### src/rtl/addr_gen_ext.sv
// addr_gen_ext: handshaked address generator for the memory checker test engine.
// Issues exactly addr_cnt_i addresses over a valid/ready interface, then pulses
// done_o. Supported modes: FIX, RND (Fibonacci LFSR), RUN_0, RUN_1, INC and DEC.
// INC and DEC walk a base/limit window with a stride.
//
// Ports
//   clk_i, rst_n_i   clock; asynchronous active-low reset
//   start_i          one-cycle start pulse, honoured in IDLE only
//   abort_i          stops a running test
//   mode_i           0 FIX, 1 RND, 2 RUN_0, 3 RUN_1, 4 INC, 5 DEC (6/7 invalid)
//   base_addr_i      FIX address; INC/DEC lower bound (inclusive)
//   limit_addr_i     INC/DEC upper bound (inclusive)
//   step_i           INC/DEC stride (0 is treated as 1)
//   seed_i           LFSR seed (0 is treated as all-ones)
//   addr_cnt_i       number of addresses to issue
//   addr_o / addr_valid_o / addr_ready_i   address stream
//   busy_o           high while running
//   done_o           one-cycle completion pulse
//   err_o            config error, held until the next accepted start
module addr_gen_ext #(
  parameter int                ADDR_W    = 24,
  parameter int                CNT_W     = 32,
  parameter int                STEP_W    = 8,
  parameter logic [ADDR_W-1:0] LFSR_TAPS = ADDR_W'(24'hE10000)
) (
  input  logic              clk_i,
  input  logic              rst_n_i,
  input  logic              start_i,
  input  logic              abort_i,
  input  logic [2:0]        mode_i,
  input  logic [ADDR_W-1:0] base_addr_i,
  input  logic [ADDR_W-1:0] limit_addr_i,
  input  logic [STEP_W-1:0] step_i,
  input  logic [ADDR_W-1:0] seed_i,
  input  logic [CNT_W-1:0]  addr_cnt_i,
  output logic [ADDR_W-1:0] addr_o,
  output logic              addr_valid_o,
  input  logic              addr_ready_i,
  output logic              busy_o,
  output logic              done_o,
  output logic              err_o
);

  // Window arithmetic needs one carry bit beyond the wider of address and stride.
  localparam int SUM_W = ((ADDR_W > STEP_W) ? ADDR_W : STEP_W) + 1;

  localparam logic [2:0] M_FIX  = 3'd0;
  localparam logic [2:0] M_RND  = 3'd1;
  localparam logic [2:0] M_RUN0 = 3'd2;
  localparam logic [2:0] M_RUN1 = 3'd3;
  localparam logic [2:0] M_INC  = 3'd4;
  localparam logic [2:0] M_DEC  = 3'd5;

  typedef enum logic [1:0] {S_IDLE, S_RUN, S_DONE} state_t;

  state_t              state_q, state_d;
  logic [2:0]          mode_q, mode_d;
  logic [ADDR_W-1:0]   base_q, base_d;
  logic [ADDR_W-1:0]   limit_q, limit_d;
  logic [SUM_W-1:0]    step_q, step_d;
  logic [CNT_W-1:0]    cnt_q, cnt_d;
  logic [ADDR_W-1:0]   addr_q, addr_d;
  logic [ADDR_W-1:0]   lfsr_q, lfsr_d;
  logic                vld_q, vld_d;
  logic                busy_q, busy_d;
  logic                done_q, done_d;
  logic                err_q, err_d;

  // Config decode on the raw inputs (used only at start)
  logic [SUM_W-1:0]    step_eff;
  logic [ADDR_W-1:0]   seed_eff;
  logic [ADDR_W-1:0]   first_addr;
  logic                cfg_bad;

  // Next-address datapath on the latched config
  logic [SUM_W-1:0]    inc_sum;
  logic [SUM_W-1:0]    dec_floor;
  logic [ADDR_W-1:0]   lfsr_nx;
  logic [ADDR_W-1:0]   addr_nx;
  logic                acc;

  always_comb begin
    step_eff = (step_i == '0) ? SUM_W'(1) : SUM_W'(step_i);
    seed_eff = (seed_i == '0) ? '1 : seed_i;
    cfg_bad  = (mode_i > M_DEC) ||
               (((mode_i == M_INC) || (mode_i == M_DEC)) && (base_addr_i > limit_addr_i));
    case (mode_i)
      M_RND:   first_addr = seed_eff;
      M_RUN0:  first_addr = ~ADDR_W'(1);
      M_RUN1:  first_addr = ADDR_W'(1);
      M_DEC:   first_addr = limit_addr_i;
      default: first_addr = base_addr_i;
    endcase
  end

  always_comb begin
    inc_sum   = SUM_W'(addr_q) + step_q;
    dec_floor = SUM_W'(base_q) + step_q;
    lfsr_nx   = {lfsr_q[ADDR_W-2:0], ^(lfsr_q & LFSR_TAPS)};
    case (mode_q)
      M_RND:   addr_nx = lfsr_nx;
      M_RUN0,
      M_RUN1:  addr_nx = {addr_q[ADDR_W-2:0], addr_q[ADDR_W-1]};
      M_INC:   addr_nx = (inc_sum > SUM_W'(limit_q)) ? base_q : inc_sum[ADDR_W-1:0];
      // addr >= base+step here, so the stride fits in ADDR_W bits
      M_DEC:   addr_nx = (SUM_W'(addr_q) < dec_floor) ? limit_q
                                                      : addr_q - step_q[ADDR_W-1:0];
      default: addr_nx = base_q;
    endcase
  end

  assign acc = vld_q & addr_ready_i;

  always_comb begin
    state_d = state_q;
    mode_d  = mode_q;
    base_d  = base_q;
    limit_d = limit_q;
    step_d  = step_q;
    cnt_d   = cnt_q;
    addr_d  = addr_q;
    lfsr_d  = lfsr_q;
    vld_d   = vld_q;
    busy_d  = busy_q;
    done_d  = 1'b0;
    err_d   = err_q;
    case (state_q)
      S_IDLE: begin
        if (start_i) begin
          mode_d  = mode_i;
          base_d  = base_addr_i;
          limit_d = limit_addr_i;
          step_d  = step_eff;
          cnt_d   = addr_cnt_i;
          err_d   = cfg_bad;
          if (cfg_bad || (addr_cnt_i == '0)) begin
            state_d = S_DONE;
            done_d  = 1'b1;
          end else begin
            state_d = S_RUN;
            vld_d   = 1'b1;
            busy_d  = 1'b1;
            addr_d  = first_addr;
            if (mode_i == M_RND) lfsr_d = seed_eff;
          end
        end
      end
      S_RUN: begin
        if (acc) begin
          cnt_d  = cnt_q - CNT_W'(1);
          addr_d = addr_nx;
          if (mode_q == M_RND) lfsr_d = lfsr_nx;
        end
        // A beat accepted alongside abort still counts as delivered
        if (abort_i || (acc && (cnt_q == CNT_W'(1)))) begin
          state_d = S_DONE;
          vld_d   = 1'b0;
          busy_d  = 1'b0;
          done_d  = 1'b1;
        end
      end
      S_DONE:  state_d = S_IDLE;
      default: state_d = S_IDLE;
    endcase
  end

  always_ff @(posedge clk_i or negedge rst_n_i) begin
    if (!rst_n_i) begin
      state_q <= S_IDLE;
      mode_q  <= M_FIX;
      base_q  <= '0;
      limit_q <= '0;
      step_q  <= SUM_W'(1);
      cnt_q   <= '0;
      addr_q  <= '0;
      lfsr_q  <= '1;
      vld_q   <= 1'b0;
      busy_q  <= 1'b0;
      done_q  <= 1'b0;
      err_q   <= 1'b0;
    end else begin
      state_q <= state_d;
      mode_q  <= mode_d;
      base_q  <= base_d;
      limit_q <= limit_d;
      step_q  <= step_d;
      cnt_q   <= cnt_d;
      addr_q  <= addr_d;
      lfsr_q  <= lfsr_d;
      vld_q   <= vld_d;
      busy_q  <= busy_d;
      done_q  <= done_d;
      err_q   <= err_d;
    end
  end

  assign addr_o       = addr_q;
  assign addr_valid_o = vld_q;
  assign busy_o       = busy_q;
  assign done_o       = done_q;
  assign err_o        = err_q;

endmodule
### config.mk
export PLATFORM = sky130hd
export DESIGN_NAME = addr_gen_ext
export DESIGN_NICKNAME = d
export VERILOG_FILES = /design/src/rtl/addr_gen_ext.sv
export SDC_FILE = /design/constraint.sdc
export NUM_CORES = 1
export LEC_CHECK = 0
export CORE_ASPECT_RATIO = 0.75
export CORE_MARGIN = 3
export CORE_UTILIZATION = 50
export DETAILED_ROUTE_END_ITERATION = 8
export GPL_TIMING_DRIVEN = 0
export HOLD_SLACK_MARGIN = 0.08
export PLACE_DENSITY = 0.81
export SLEW_MARGIN = 15
export SYNTH_ARGS = -nofsm -noshare
export SYNTH_HDL_FRONTEND = slang
export SYNTH_SLANG_ARGS = --single-unit
### constraint.sdc
create_clock -name clk_i -period 5.1 [get_ports clk_i]
set_clock_uncertainty 0.15 [all_clocks]
set_input_delay 1.02 -clock clk_i [delete_from_list [all_inputs] [get_ports clk_i]]
set_output_delay 1.02 -clock clk_i [all_outputs]
set_load 0.05 [all_outputs]
==> impl_metrics.tcl <==
set metrics [dict create \
    wirelength_um 49900 \
    syn_nets 1803 \
    cp_slowest_cell "dfstp_2" \
    outcome "completed" \
    ios 148 \
    grt-ovfl-total 0 \
    fin_ws_ns 0.00519 \
    final_common_cell "nand2_1" \
    synth_edf_count 0 \
    ys_ff_latch 144 \
    cts_buffers 17 \
    wl_per_cell_um 23.7 \
    fin_area_um2 15300 \
    area_delta_synth_final_pct 23.8 \
    vdd_drop_max_mv 0.304 \
    hold_class "reg2reg" \
    layout_common_cells "171 x nand2_1, 168 x o21ai_0, 146 x clkdlybuf4s50_1, 130 x nor2_1, 116 x dfrtp_1" \
    dieArea_um2 26700 \
    synth_ff_type "dfrtp_1" \
    cts_buffer_depth 2 \
    max_stage_delay_ns 0.59 \
    h-tree-depth 4 \
    yosys_warnings 0 \
    leakagePower_nw 6.26 \
    path_max_fanout 7 \
    die_y_um 142 \
    postRouteAntennaNets 0 \
    cp-end-kind "flip-flop" \
    place_worst_setup_slack_ns -1.08 \
    required_ns 5.27 \
    diodes 0 \
    hpwl_um 39000 \
    vias 13722 \
    grt_pass1_vias 12620 \
    fin_nets 1983 \
    start_util_pct 51.3 \
    timing.max_slew.rel_slack_pct 29.1 \
    setup_viol 0 \
    drt_iter0_drc 2175 \
    hold_buffers 0 \
    cap_violations 0 \
    core.rowCount 49 \
    syn_area_um2 12400 \
    root_buffer "clkbuf_16" \
    p_per_area_nw_per_um2 691 \
    synth_cell_type_count 72 \
    start_kind "flip-flop" \
    min_period_ns 5.09 \
    drc_errors 0 \
    dr.pass1.iters 7 \
    synth_cells 1583 \
    critical_path_class "reg2reg" \
    yosysSeqAreaShare_pct 29.3 \
    worstPathArrival_ns 5.27 \
    post-route-period-util_pct 99.9 \
    place_area_um2 14300 \
    grt_max_degree 79 \
    critPathTopFamily "compound AO/OA/AOI/OAI gates" \
    rsz0062_at_grt "yes" \
    max_freq_mhz 196 \
    hold_violations 0 \
    tightest_slew_ns 1.06 \
    die_w_um 188 \
    crit_buf_inv 1 \
    drive_above_1_share_pct 11.9 \
    clock_latency_ns 0.44 \
    cts.clk_slew.worst_paths_ns 0.07 \
    slew_viol_final 0 \
    cp_cell_sequence "ha_4 -> inv_1 -> fa_2 -> o21ba_4 -> or4_4 -> nand3_4 -> and2_4 -> nand2_2 -> xnor2_2 -> ha_1 -> a21o_1 -> a21oi_2 -> o221ai_4 -> o21ai_1 -> nor2_2 -> nor2_4 -> mux2_2 -> a22o_1 -> o221a_2" \
    vias_per_cell 6.51 \
    synthArstFlopShare_pct 100 \
    place_congestion 1.02 \
    cts_tree "done" \
    avgSynthCellArea_um2 7.83 \
    antenna_found_initial 0 \
    grt_pass1_wl_um 75000 \
    grt_use_total_pct 36.5 \
    coreArea_um2 24200 \
    numPortBuffers 147 \
    cts.sinks 144 \
]
repair_timing:
item                       4_1_cts  5_1_grt
gates cloned                     0        1
setup endpoints to repair       24       44
hold endpoints to repair         0        0
buffers inserted                 7        8
gates resized for setup         41       31
pin swaps                        7       15
final cells by class:
class                   instances  area, um2
plain buffers                 102        430
clock buffers                  18        429
clock inverters                14        154
fillers                      2084       8820
inverters                     103        387
multi-input cells            1230       8220
flip-flops and latches        144       3640
well taps                     331        414
repair buffers                165       1660
per-stage QoR:
| step | power (mW) | cells | util (%) | setup TNS, ns | hold WS [ns] |
|---|---|---|---|---|---|
| after floorplan | 6.32 | 1583 | - | 0 | 0.294 |
| after global placement | 8.22 | 2061 | 59.1 | -440.65 | 0.316 |
| after detailed placement | 8.40 | 2063 | 59.3 | -25.04 | 0.317 |
| after CTS | 9.97 | 2100 | 62.5 | 0 | 0.336 |
| after global routing | 11.2 | 2107 | 63.5 | -0.692 | 0.343 |
| final | 10.6 | 2107 | 63.5 | 0 | 0.345 |
path summary, 6_finish.rpt:
path | start | endpoint | slack, ns | cells past startpoint
max reg2reg | step_q[0]$_DFFE_PN1P_ | addr_o[22]$_DFFE_PN0P_ | 0.005 | 19
min reg2reg | cnt_q[30]$_DFFE_PN0P_ | cnt_q[30]$_DFFE_PN0P_ | 0.34 | 1
max | step_q[0]$_DFFE_PN1P_ | addr_o[22]$_DFFE_PN0P_ | 0.005 | 19
max in group asynchronous | rst_n_i | lfsr_q[11]$_DFFE_PN1P_ | 3.54 | 2
min in group asynchronous | rst_n_i | limit_q[19]$_DFFE_PN0P_ | 0.42 | 1
min | cnt_q[30]$_DFFE_PN0P_ | cnt_q[30]$_DFFE_PN0P_ | 0.34 | 1
power breakdown:
group / switching [mW] / leakage, nW / internal [mW]
Sequential: 0.710 / 1.68 / 1.72
Combinational: 4.19 / 4.31 / 2.69
Clock: 0.601 / 0.272 / 0.692
Total: 5.50 / 6.26 / 5.10
synth_stat cells (23+ instances only):
cell | instances | area, um2
nor4_1 | 23 | 144
a21oi_1 | 95 | 475
xor2_1 | 31 | 272
nand2_1 | 173 | 649
nor3_1 | 32 | 160
clkbuf_1 | 89 | 334
nor2_1 | 133 | 499
xnor2_1 | 33 | 289
ha_1 | 97 | 1210
inv_1 | 103 | 387
o22ai_1 | 50 | 313
nand4_1 | 27 | 169
mux2_2 | 56 | 631
o21ai_0 | 172 | 861
dfrtp_1 | 119 | 2980
dfstp_2 | 25 | 657
o211ai_1 | 24 | 180
nand3_1 | 39 | 195
logic make-up (layout without fill, tap and decap cells):
family	count (synthesis)	after routing	synth area share [%]
compound gates	463	463	22.6
simple gates	531	531	20.5
mux	72	72	6.38
xor+xnor	64	64	4.52
buf+inv	209	402	6.46
fa+ha+maj	100	100	10.3
flops	144	144	29.3
flip-flops by register name (all words and copies together), names as in the netlist:
register and count:
cnt_q 32, addr_o 24, base_q 24, lfsr_q 24
limit_q 24, step_q 8, mode_q 3, state_q 2
busy_o 1, done_o 1, err_o 1
worst register-to-register path, cell delays in order, from the launching register on:
cell and delay, ns:
dfstp_2 0.59, ha_4 0.14, inv_1 0.05, fa_2 0.37
o21ba_4 0.23, or4_4 0.44, nand3_4 0.09, and2_4 0.20
nand2_2 0.07, xnor2_2 0.18, ha_1 0.34, a21o_1 0.18
a21oi_2 0.18, o221ai_4 0.18, o21ai_1 0.38, nor2_2 0.13
nor2_4 0.23, mux2_2 0.36, a22o_1 0.25, o221a_2 0.26
metal layers:
metal / GRT usage [%] / part of all wire (%) / vias up
met2: 50.9 / 40 / 1025
li1: - / - / 6056
met1: 52.7 / 42 / 6502
met3: 13.9 / 15 / 139
met4: 10.1 / 3.3 / 0
met5: 0 / 0 / -
No activity file was read; power rests on OpenSTA's default activity.
